## config.mk

```make
export PLATFORM = sky130hd
export DESIGN_NAME = sd_init_sequencer_flat
export DESIGN_NICKNAME = d
export VERILOG_FILES = /design/src/rtl/sd_init_sequencer_if.sv /design/src/rtl/sd_init_sequencer.sv /design/src/flat_wrapper.sv
export SDC_FILE = /design/constraint.sdc
export NUM_CORES = 1
export LEC_CHECK = 0
export ABC_AREA = 0
export CAP_MARGIN = 20
export CELL_PAD_IN_SITES_DETAIL_PLACEMENT = 0
export CELL_PAD_IN_SITES_GLOBAL_PLACEMENT = 2
export CORE_ASPECT_RATIO = 0.9
export CORE_UTILIZATION = 32
export CTS_BUF_LIST = sky130_fd_sc_hd__clkbuf_16
export CTS_CLUSTER_SIZE = 40
export DETAILED_ROUTE_END_ITERATION = 10
export MAX_ROUTING_LAYER = met4
export PLACE_DENSITY_LB_ADDON = 0.1
export SETUP_SLACK_MARGIN = 0.5
export SKIP_LAST_GASP = 1
export SYNTH_ARGS = -nofsm -noshare
export SYNTH_HDL_FRONTEND = slang
export SYNTH_SLANG_ARGS = --single-unit
```

## constraint.sdc

```tcl
create_clock -name clk -period 2.8 [get_ports clk]
set_clock_uncertainty 0.2 [all_clocks]
set_input_delay 0.42 -clock clk [delete_from_list [all_inputs] [get_ports clk]]
set_output_delay 0.42 -clock clk [all_outputs]
set_load 0.05 [all_outputs]
```

## src/rtl/sd_init_sequencer_if.sv

```systemverilog
// Byte-level handshake between the SD init sequencer and the SPI byte engine.
interface sd_init_sequencer_if;
    logic [7:0] tx_byte;
    logic       tx_valid;
    logic       spi_enable;
    logic       byte_done;
    logic [7:0] rx_byte;

    modport master (output tx_byte, tx_valid, spi_enable, input byte_done, rx_byte);
    modport slave  (input tx_byte, tx_valid, spi_enable, output byte_done, rx_byte);
endinterface

```

## src/rtl/sd_init_sequencer.sv

```systemverilog
// SPI-mode SD card power-up sequencer: CMD0, CMD8, CMD55/ACMD41 loop, CMD58,
// with retries, R1 timeouts, v1/v2 detection and SDHC capture.
module sd_init_sequencer #(
    parameter int POWERUP_BYTES  = 10,
    parameter int RESP_TIMEOUT   = 8,
    parameter int CMD0_RETRIES   = 4,
    parameter int ACMD41_RETRIES = 1000
) (
    input  logic                       clk,
    input  logic                       n_rst,
    input  logic                       start,
    sd_init_sequencer_if.master        spi,
    output logic                       SDCS,
    output logic                       busy,
    output logic                       initialized,
    output logic                       init_error,
    output logic [2:0]                 error_code,
    output logic                       is_sdhc,
    output logic                       card_v2
);
    localparam logic [2:0] S_IDLE      = 3'd0;
    localparam logic [2:0] S_POWERUP   = 3'd1;
    localparam logic [2:0] S_SEND_CMD  = 3'd2;
    localparam logic [2:0] S_WAIT_R1   = 3'd3;
    localparam logic [2:0] S_READ_TAIL = 3'd4;
    localparam logic [2:0] S_GAP       = 3'd5;
    localparam logic [2:0] S_DONE      = 3'd6;
    localparam logic [2:0] S_ERROR     = 3'd7;

    localparam logic [2:0] C_CMD0   = 3'd0;
    localparam logic [2:0] C_CMD8   = 3'd1;
    localparam logic [2:0] C_CMD55  = 3'd2;
    localparam logic [2:0] C_ACMD41 = 3'd3;
    localparam logic [2:0] C_CMD58  = 3'd4;

    localparam logic [2:0] E_NONE   = 3'd0;
    localparam logic [2:0] E_CMD0   = 3'd1;
    localparam logic [2:0] E_CMD8   = 3'd2;
    localparam logic [2:0] E_ACMD41 = 3'd3;
    localparam logic [2:0] E_TMO    = 3'd4;
    localparam logic [2:0] E_R1     = 3'd5;

    // byte_cnt covers power-up bytes, poll bytes and the 6-byte frame
    localparam int CNT_MAX0 = (POWERUP_BYTES > RESP_TIMEOUT) ? POWERUP_BYTES : RESP_TIMEOUT;
    localparam int CNT_MAX  = (CNT_MAX0 > 6) ? CNT_MAX0 : 6;
    localparam int CNT_W    = $clog2(CNT_MAX + 1);
    localparam int C0_W     = $clog2(CMD0_RETRIES + 1);
    localparam int A41_W    = $clog2(ACMD41_RETRIES + 1);

    logic [2:0]       state;
    logic [2:0]       cmd;
    logic [CNT_W-1:0] byte_cnt;
    logic [C0_W-1:0]  cmd0_cnt;
    logic [A41_W-1:0] acmd_cnt;
    logic [7:0]       tx_byte_q;
    logic             tail0_b6;
    logic [3:0]       tail2_lo;
    logic             active;

    // Byte idx (0..5) of the command frame for command c
    function automatic logic [7:0] cmd_byte(input logic [2:0] c, input logic [2:0] idx,
                                            input logic v2);
        logic [5:0]  ci;
        logic [31:0] arg;
        logic [7:0]  crc;
        logic [7:0]  b;
        case (c)
            C_CMD8:   begin ci = 6'd8;  arg = 32'h0000_01AA; crc = 8'h87; end
            C_CMD55:  begin ci = 6'd55; arg = 32'h0;         crc = 8'h65; end
            C_ACMD41: begin ci = 6'd41; arg = v2 ? 32'h4000_0000 : 32'h0; crc = 8'h77; end
            C_CMD58:  begin ci = 6'd58; arg = 32'h0;         crc = 8'hFD; end
            default:  begin ci = 6'd0;  arg = 32'h0;         crc = 8'h95; end
        endcase
        case (idx)
            3'd0:    b = {2'b01, ci};
            3'd1:    b = arg[31:24];
            3'd2:    b = arg[23:16];
            3'd3:    b = arg[15:8];
            3'd4:    b = arg[7:0];
            default: b = crc;
        endcase
        return b;
    endfunction

    // Outcome of a WAIT_R1 step that ends polling (R1 seen, or timeout with rx=0xFF)
    logic [2:0] ev_state, ev_cmd, ev_err;
    logic       ev_cmd0_inc, ev_acmd_inc;
    logic       cmd0_bad;

    assign cmd0_bad = (cmd == C_CMD0) && (spi.rx_byte != 8'h01);

    always_comb begin
        ev_state    = S_GAP;
        ev_cmd      = cmd;
        ev_err      = E_NONE;
        ev_cmd0_inc = 1'b0;
        ev_acmd_inc = 1'b0;
        if (cmd0_bad) begin
            if (cmd0_cnt < C0_W'(CMD0_RETRIES - 1)) begin
                ev_cmd0_inc = 1'b1;
                ev_cmd      = C_CMD0;
            end else begin
                ev_state = S_ERROR;
                ev_err   = E_CMD0;
            end
        end else if (spi.rx_byte[7]) begin
            ev_state = S_ERROR;
            ev_err   = E_TMO;
        end else begin
            case (cmd)
                C_CMD0: ev_cmd = C_CMD8;
                C_CMD8: begin
                    if (spi.rx_byte == 8'h01)   ev_state = S_READ_TAIL;
                    else if (spi.rx_byte[2])    ev_cmd   = C_CMD55;
                    else begin ev_state = S_ERROR; ev_err = E_R1; end
                end
                C_CMD55: begin
                    if (spi.rx_byte[7:1] == 7'd0) ev_cmd = C_ACMD41;
                    else begin ev_state = S_ERROR; ev_err = E_R1; end
                end
                C_ACMD41: begin
                    if (spi.rx_byte == 8'h00) begin
                        if (card_v2) ev_cmd   = C_CMD58;
                        else         ev_state = S_DONE;
                    end else if (spi.rx_byte == 8'h01) begin
                        if (acmd_cnt < A41_W'(ACMD41_RETRIES - 1)) begin
                            ev_acmd_inc = 1'b1;
                            ev_cmd      = C_CMD55;
                        end else begin
                            ev_state = S_ERROR;
                            ev_err   = E_ACMD41;
                        end
                    end else begin
                        ev_state = S_ERROR;
                        ev_err   = E_R1;
                    end
                end
                C_CMD58: begin
                    if (spi.rx_byte == 8'h00) ev_state = S_READ_TAIL;
                    else begin ev_state = S_ERROR; ev_err = E_R1; end
                end
                default: begin ev_state = S_ERROR; ev_err = E_R1; end
            endcase
        end
    end

    always_ff @(posedge clk or negedge n_rst) begin
        if (!n_rst) begin
            state       <= S_IDLE;
            cmd         <= C_CMD0;
            byte_cnt    <= '0;
            cmd0_cnt    <= '0;
            acmd_cnt    <= '0;
            tx_byte_q   <= 8'hFF;
            SDCS        <= 1'b1;
            initialized <= 1'b0;
            init_error  <= 1'b0;
            error_code  <= E_NONE;
            is_sdhc     <= 1'b0;
            card_v2     <= 1'b0;
            tail0_b6    <= 1'b0;
            tail2_lo    <= 4'd0;
        end else begin
            case (state)
                S_POWERUP: if (spi.byte_done) begin
                    if (byte_cnt == CNT_W'(POWERUP_BYTES - 1)) begin
                        state     <= S_SEND_CMD;
                        SDCS      <= 1'b0;
                        byte_cnt  <= '0;
                        tx_byte_q <= cmd_byte(C_CMD0, 3'd0, 1'b0);
                    end else begin
                        byte_cnt <= byte_cnt + 1'b1;
                    end
                end
                S_SEND_CMD: if (spi.byte_done) begin
                    if (byte_cnt == CNT_W'(5)) begin
                        state     <= S_WAIT_R1;
                        byte_cnt  <= '0;
                        tx_byte_q <= 8'hFF;
                    end else begin
                        byte_cnt  <= byte_cnt + 1'b1;
                        tx_byte_q <= cmd_byte(cmd, 3'(byte_cnt + 1'b1), card_v2);
                    end
                end
                S_WAIT_R1: if (spi.byte_done) begin
                    if (!spi.rx_byte[7] || byte_cnt == CNT_W'(RESP_TIMEOUT - 1)) begin
                        state    <= ev_state;
                        cmd      <= ev_cmd;
                        byte_cnt <= '0;
                        if (ev_cmd0_inc) cmd0_cnt <= cmd0_cnt + 1'b1;
                        if (ev_acmd_inc) acmd_cnt <= acmd_cnt + 1'b1;
                        if (ev_state == S_DONE) initialized <= 1'b1;
                        if (ev_state == S_ERROR) begin
                            init_error <= 1'b1;
                            error_code <= ev_err;
                            SDCS       <= 1'b1;
                        end
                    end else begin
                        byte_cnt <= byte_cnt + 1'b1;
                    end
                end
                S_READ_TAIL: if (spi.byte_done) begin
                    if (byte_cnt == CNT_W'(0)) tail0_b6 <= spi.rx_byte[6];
                    if (byte_cnt == CNT_W'(2)) tail2_lo <= spi.rx_byte[3:0];
                    if (byte_cnt == CNT_W'(3)) begin
                        byte_cnt <= '0;
                        if (cmd == C_CMD8) begin
                            if (tail2_lo == 4'h1 && spi.rx_byte == 8'hAA) begin
                                card_v2 <= 1'b1;
                                cmd     <= C_CMD55;
                                state   <= S_GAP;
                            end else begin
                                state      <= S_ERROR;
                                init_error <= 1'b1;
                                error_code <= E_CMD8;
                                SDCS       <= 1'b1;
                            end
                        end else begin
                            is_sdhc     <= tail0_b6;
                            initialized <= 1'b1;
                            state       <= S_DONE;
                        end
                    end else begin
                        byte_cnt <= byte_cnt + 1'b1;
                    end
                end
                S_GAP: if (spi.byte_done) begin
                    state     <= S_SEND_CMD;
                    byte_cnt  <= '0;
                    tx_byte_q <= cmd_byte(cmd, 3'd0, card_v2);
                end
                default: if (start) begin
                    // IDLE, DONE and ERROR all restart the whole sequence
                    state       <= S_POWERUP;
                    cmd         <= C_CMD0;
                    byte_cnt    <= '0;
                    cmd0_cnt    <= '0;
                    acmd_cnt    <= '0;
                    tx_byte_q   <= 8'hFF;
                    SDCS        <= 1'b1;
                    initialized <= 1'b0;
                    init_error  <= 1'b0;
                    error_code  <= E_NONE;
                    is_sdhc     <= 1'b0;
                    card_v2     <= 1'b0;
                end
            endcase
        end
    end

    assign active         = (state != S_IDLE) && (state != S_DONE) && (state != S_ERROR);
    assign busy           = active;
    assign spi.tx_valid   = active;
    assign spi.spi_enable = active;
    assign spi.tx_byte    = tx_byte_q;
endmodule

```

## src/flat_wrapper.sv

```systemverilog
// flat-port wrapper written by rule: the top's interface ports become plain ports
module sd_init_sequencer_flat 
#(
    parameter int POWERUP_BYTES  = 10,
    parameter int RESP_TIMEOUT   = 8,
    parameter int CMD0_RETRIES   = 4,
    parameter int ACMD41_RETRIES = 1000
)
  (clk, n_rst, start, SDCS, busy, initialized, init_error, error_code, is_sdhc, card_v2, spi_tx_byte, spi_tx_valid, spi_spi_enable, spi_byte_done, spi_rx_byte);
  sd_init_sequencer_if spi_i ();
  input  logic clk;
  input  logic n_rst;
  input  logic start;
  output logic SDCS;
  output logic busy;
  output logic initialized;
  output logic init_error;
  output logic [2:0] error_code;
  output logic is_sdhc;
  output logic card_v2;
  output wire logic [$bits(spi_i.tx_byte)-1:0] spi_tx_byte;
  output wire logic [$bits(spi_i.tx_valid)-1:0] spi_tx_valid;
  output wire logic [$bits(spi_i.spi_enable)-1:0] spi_spi_enable;
  input wire logic [$bits(spi_i.byte_done)-1:0] spi_byte_done;
  input wire logic [$bits(spi_i.rx_byte)-1:0] spi_rx_byte;
  assign spi_tx_byte = spi_i.tx_byte;
  assign spi_tx_valid = spi_i.tx_valid;
  assign spi_spi_enable = spi_i.spi_enable;
  assign spi_i.byte_done = spi_byte_done;
  assign spi_i.rx_byte = spi_rx_byte;
  sd_init_sequencer #(.POWERUP_BYTES(POWERUP_BYTES), .RESP_TIMEOUT(RESP_TIMEOUT), .CMD0_RETRIES(CMD0_RETRIES), .ACMD41_RETRIES(ACMD41_RETRIES)) u_core (.clk(clk), .n_rst(n_rst), .start(start), .spi(spi_i), .SDCS(SDCS), .busy(busy), .initialized(initialized), .init_error(init_error), .error_code(error_code), .is_sdhc(is_sdhc), .card_v2(card_v2));
endmodule
```

# After elaboration in Yosys (flattened, before gate mapping)
# Index checks and enable logic that the tools add are counted.
# totals
word_cells,244
register_bits,44
# classes
add_sub_neg,3
n_lt_le_gt_ge,2
reduce_logical,36
n_eq_ne,52
bitwise_logic,5
muxes,132
# op_table
cell,count
$mux W3,49
$pmux W32 S2,1
$pmux W8 S4,2
$mux W8,6
$pmux W3 S5,3
$mux W10,4
$mux W4,10
$pmux W8 S5,1
$mux W1,33
$mux W31,1
$pmux W6 S4,1
$mux W2,10
$ne A2 B1 Y1 const B,10
$pmux W10 S2,1
$pmux W4 S5,1
$eq A3 B2 Y1 const B,6
$eq A3 B3 Y1 const B,6
$pmux W3 S3,2
$reduce_and A6 Y1,3
$reduce_and A17 Y1,1
$reduce_and A5 Y1,3
$ne A2 B2 Y1 const B,7
$pmux W3 S4,1
$reduce_and A11 Y1,1
43 further kinds,67

# Depth between registers and ports, before layout
# logic_depth
ltp_word,12
mapped_depth,9
depth_no_buf,8

# Worst setup path after synthesis
# Ideal clock, no wire load.
# synth_path
path_type,reg-to-reg
from,register u_core.byte_cnt[0]
to,register u_core.cmd[0]
stages_incl_launch_ff,9
required_time_ps,2523
slack_ps,-68
setup_ps,77
t_arrival_ps,2591
cell_sequence,dfrtp_1 ha_1 buf_2 and3b_1 nor2_1 or4b_1 or4_4 or4_1 o21ai_1
# synth_via
elab_chain_len,4
elab_cells_between_ends,6
classes_between,4 x eq/ne; 2 x reduce/logical
# synth_rtl
element,line_no,rtl
"start, declared",sd_init_sequencer.sv:52,logic [CNT_W-1:0] byte_cnt;
"start signal, assigned",sd_init_sequencer.sv:172,byte_cnt <= byte_cnt + 1'b1;
"start signal, assigned",sd_init_sequencer.sv:181,byte_cnt <= byte_cnt + 1'b1;
"start signal, assigned",sd_init_sequencer.sv:199,byte_cnt <= byte_cnt + 1'b1;
$eq A4 B3 Y1,sd_init_sequencer.sv:186,if (!spi.rx_byte[7] || byte_cnt == CNT_W'(RESP_TIMEOUT - 1)) begin
$logic_or A1 B1 Y1,sd_init_sequencer.sv:186,
$ne A2 B1 Y1 (no source line),-,
$reduce_and A17 Y1 (no source line) *,-,
"end signal, assigned",sd_init_sequencer.sv:188,cmd <= ev_cmd;
"end, declared",sd_init_sequencer.sv:51,logic [2:0] cmd;
# Mark *: on every way between the ends. The rest lies on a longest branch, timed or not.
# A chain may end at the register's enable or synchronous reset.

# Worst setup path in the final report
# layout_path
from,register u_core.byte_cnt[1]
to,register u_core.cmd[1]
# Same word-level chain as after synthesis.

==> implementation parameters <==
Parameter                              Value

Synthesis
  Number of flops mapped to enable cells by yosys    0
  Top post-synthesis cells by area    sky130_fd_sc_hd__dfrtp_1, sky130_fd_sc_hd__dfstp_2, sky130_fd_sc_hd__mux2_2, sky130_fd_sc_hd__nand2_1, sky130_fd_sc_hd__o21ai_0
  Leading area contributor after synthesis    sky130_fd_sc_hd__dfrtp_1
  Yosys cell types    71
  Post-synthesis instance area    0.00324 mm2
  Top flip-flop cell by instance count after synthesis    sky130_fd_sc_hd__dfrtp_1
  Net count of the mapped netlist    403
  Mapped Avg Cell Area    around 8.5 um2
  Fraction of registers with async set or reset after synthesis    100%
  Synth top area share    a little over a quarter
  Number of storage elements in the synthesis netlist    44
  Number of instances in the synthesized netlist    383
  Total number of yosys warnings    0
  Sequential cell area fraction in the yosys report    34.3%

Floorplan
  Row count    34
  X dimension of the die    108 um
  I/O pin total    31
  Die outline area    0.0105 mm2
  Vertical die dimension    around 97 um
  Floorplan core area    0.00974 mm2
  Initial Util    33.3%

Pwr
  Cell-internal power    2.91 mW
  Clock share of power    12.7%
  Switching component of the power    2.35 mW
  Pwr/cell area    around 1100 mW/mm2
  Register share of total power    a little under a fifth
  Fraction of power spent switching nets    44.6%
  Largest voltage drop on the vdd net    0.658 mV
  Leakage power    2.12 nW
  Part of the power in combinational logic    68.6%

GRT
  Pin count of the biggest net entering global routing    27
  First-pass GRT wire length    17,400 um
  Global-route usage over all layers    22.0%
  Antenna violations before repair    0
  Via count of the first global-routing pass    3,178
  Overflow left after global routing    0

Setup path
  Slowest Stage Delay on Critical Path    0.54 ns
  Worst endpoint data arrival time    2.61 ns
  Top delay family on crit path    simple AND/OR/NAND/NOR gates
  Data required time at the worst endpoint    2.77 ns
  Endpoint of the worst-slack reg-to-reg timing path    u_core.cmd[1]$_DFFE_PN0P_
  Critical path buffers and inverters    0
  R2R setup slack    0.16 ns
  Start of the worst register-to-register path    u_core.byte_cnt[1]$_DFFE_PN0P_
  Cell with the largest stage delay on the worst path    sky130_fd_sc_hd__or4_4
  Classification of the worst setup path    register to register
  Crit path max fanout    4
  Cells along the critical path    ha_4 > and3b_2 > nor2_2 > or4b_4 > or4_4 > a21oi_4 > mux2_4
  Launching element type of the critical path    register
  Cell count of the worst reg-to-reg path    7
  Worst setup EP type    register

Clock network
  Clock edge transition at the registers on the reported setup and hold paths    0.07 ns
  CTS H-tree lvls    2
  Clock sink total    44
  Clock buffer count from CTS    5
  Clock Tree Buf Depth    2
  TritonCTS clock tree    built
  Insertion delay to the later sink of the worst-skew pair    0.28 ns
  CTS Root Cell    sky130_fd_sc_hd__clkbuf_16

Routing
  TritonRoute pass-1 iters    6
  Post-route DRC violation count    0
  Detailed router's first-iteration violation count    170
  Number of vias in the routed layout    between 3,000 and 4,000
  Per-cell routed wire length    17.5 um
  Wirelength, routed    ~11,000 um
  ANT nets after route    0
  Vias per Instance    5.47

Final layout
  Most used cells in the layout excluding fill and tap cells    sky130_fd_sc_hd__buf_4, sky130_fd_sc_hd__nand2_1, sky130_fd_sc_hd__dfrtp_1, sky130_fd_sc_hd__nor2_1, sky130_fd_sc_hd__o21ai_0
  Final core utilization    50.3%
  Area overhead of the layout relative to synthesis    51.1%
  Final standard cell count with taps included and fillers excluded    626
  Most common cell after layout, fill and taps aside    sky130_fd_sc_hd__buf_4
  Ant. Diodes    0
  Share of cells above drive strength 1    39.0%
  Fin nets    ~520
  Fillers    953

Timing
  Remaining max-slew budget at the tightest pin    between 60% and 70%
  Hold violation total from the final report    0
  Max-slew violations    0
  Unrepaired setup endpoints after global routing    true
  Number of setup violations in the final report    0
  Min cycle time layout    between 2 and 3 ns
  Slew at the pin closest to its max-slew limit    0.541 ns
  Maximum clock frequency    378 MHz
  Final period utilization    94.4%
  Post-Route Hold Slack    ~0.28 ns

Place
  Number of placed cells counting well taps    ~600
  Final RePlAce weighted congestion    0.902
  Number of port buffers    30
  DP HPWL    8120 um

Hold path
  Number of cells on the worst hold path    2
  Class of the most critical hold timing path    register to register
  Hold endpoint    u_core.SDCS$_DFFE_PN1P_
  Worst hold start    u_core.SDCS$_DFFE_PN1P_

Job
  Max-cap viol count    0

Status
  Status    finished clean
through the flow:
step | instance area, um2 | TNS (ns) | setup slack [ns] | power (mW)
CTS | 4660 | 0 | 0.124 | 4.95
detailed placement | 4260 | -1.96 | -0.263 | 4.01
finish | 4900 | 0 | 0.157 | 5.26
global placement | 4260 | -1.41 | -0.234 | 4.01
floorplan | 3300 | 0 | 0.0562 | 2.81
global route | 4900 | 0 | 0.0903 | 5.59
worst register-to-register path: stages, from the launching register on:
cell and delay (ns):
sky130_fd_sc_hd__dfrtp_1 0.40, sky130_fd_sc_hd__ha_4 0.18, sky130_fd_sc_hd__and3b_2 0.21, sky130_fd_sc_hd__nor2_2 0.05, sky130_fd_sc_hd__or4b_4 0.49, sky130_fd_sc_hd__or4_4 0.54
sky130_fd_sc_hd__a21oi_4 0.15, sky130_fd_sc_hd__mux2_4 0.31
final cells by class:
type | count | area (um2) | area share [%]
Multi-Input combinational cell | 306 | 2310 | 47.2
Sequential cell | 44 | 1120 | 22.8
Timing Repair Buffer | 134 | 1110 | 22.8
Tap cell | 126 | 158 | 3.22
Clock buffer | 5 | 125 | 2.56
Clock inverter | 3 | 38.8 | 0.792
Inverter | 8 | 32.5 | 0.664
power by group through the flow:
stage	combinational [mW]	clock (mW)	sequential (mW)
3_3_place_gp	3.03	0	0.977
5_1_grt	3.86	0.716	1.01
6_report	3.61	0.670	0.980
4_1_cts	3.28	0.696	0.974
2_1_floorplan	1.53	0	1.28
3_5_place_dp	3.03	0	0.982
repair_timing:
item | CTS | global route
pin swaps | 12 | 23
resized for setup | 46 | 45
setup endpoints to repair | 36 | 40
gates cloned | 1 | 0
buffers inserted | 11 | 9
hold buffers | 1 | 0
hold endpoints to repair | 13 | 0
synthesized netlist by cell type (4+ instances only):
cell,n
sky130_fd_sc_hd__a211oi_1,5
sky130_fd_sc_hd__a21o_1,5
sky130_fd_sc_hd__a21oi_1,24
sky130_fd_sc_hd__a31oi_1,9
sky130_fd_sc_hd__buf_2,4
sky130_fd_sc_hd__clkbuf_1,15
sky130_fd_sc_hd__dfrtp_1,35
sky130_fd_sc_hd__dfstp_2,9
sky130_fd_sc_hd__ha_1,8
sky130_fd_sc_hd__inv_1,8
sky130_fd_sc_hd__mux2_2,15
sky130_fd_sc_hd__nand2_1,38
sky130_fd_sc_hd__nand2b_1,7
sky130_fd_sc_hd__nand3_1,13
sky130_fd_sc_hd__nand3b_1,5
sky130_fd_sc_hd__nand4_1,10
sky130_fd_sc_hd__nor2_1,31
sky130_fd_sc_hd__nor2b_1,9
sky130_fd_sc_hd__nor3_1,8
sky130_fd_sc_hd__nor3b_1,5
sky130_fd_sc_hd__nor4_1,5
sky130_fd_sc_hd__o21ai_0,28
sky130_fd_sc_hd__xor2_1,9
logic make-up after synthesis:
group,after synthesis,synth area share [%]
xor gates and xnor gates,12,3.24
adders and majority gates,8,3.09
buffers and inverters,33,4.36
and+or+nand+nor,161,27.4
AOI/OAI and AO/OA,109,22.1
DFF,44,34.3
muxes,16,5.52
flip-flops by register name (all words and copies together), names as in the netlist, 3 cells and up:
register            count
u_core.error_code       3
u_core.cmd0_cnt         3
u_core.state            3
u_core.acmd_cnt        10
u_core.cmd              3
u_core.spi.tx_byte      8
u_core.byte_cnt         4
u_core.tail2_lo         4
worst max-delay path by stage:
stage | endpoint | depth (start not counted) | startpoint
finish | u_core.cmd[1]$_DFFE_PN0P_ | 7 | u_core.byte_cnt[1]$_DFFE_PN0P_
global route | u_core.cmd[0]$_DFFE_PN0P_ | 7 | u_core.byte_cnt[1]$_DFFE_PN0P_
CTS | u_core.cmd[0]$_DFFE_PN0P_ | 6 | u_core.cmd[2]$_DFFE_PN0P_
detailed placement | u_core.cmd[1]$_DFFE_PN0P_ | 8 | spi_rx_byte[2]
global placement | u_core.cmd[1]$_DFFE_PN0P_ | 7 | start
floorplan | u_core.cmd[1]$_DFFE_PN0P_ | 8 | u_core.byte_cnt[1]$_DFFE_PN0P_
metal layers:
layer	routed length, um	part of all wire, %	vias to the layer above	global-route usage [%]
li1	-	-	1658	-
met1	5610	51	1659	33.8
met2	4710	43	99	30.9
met3	561	5.1	6	2.08
met4	95	0.87	0	4.32
met5	0	0	-	-
(Power assumes the default switching activity.)
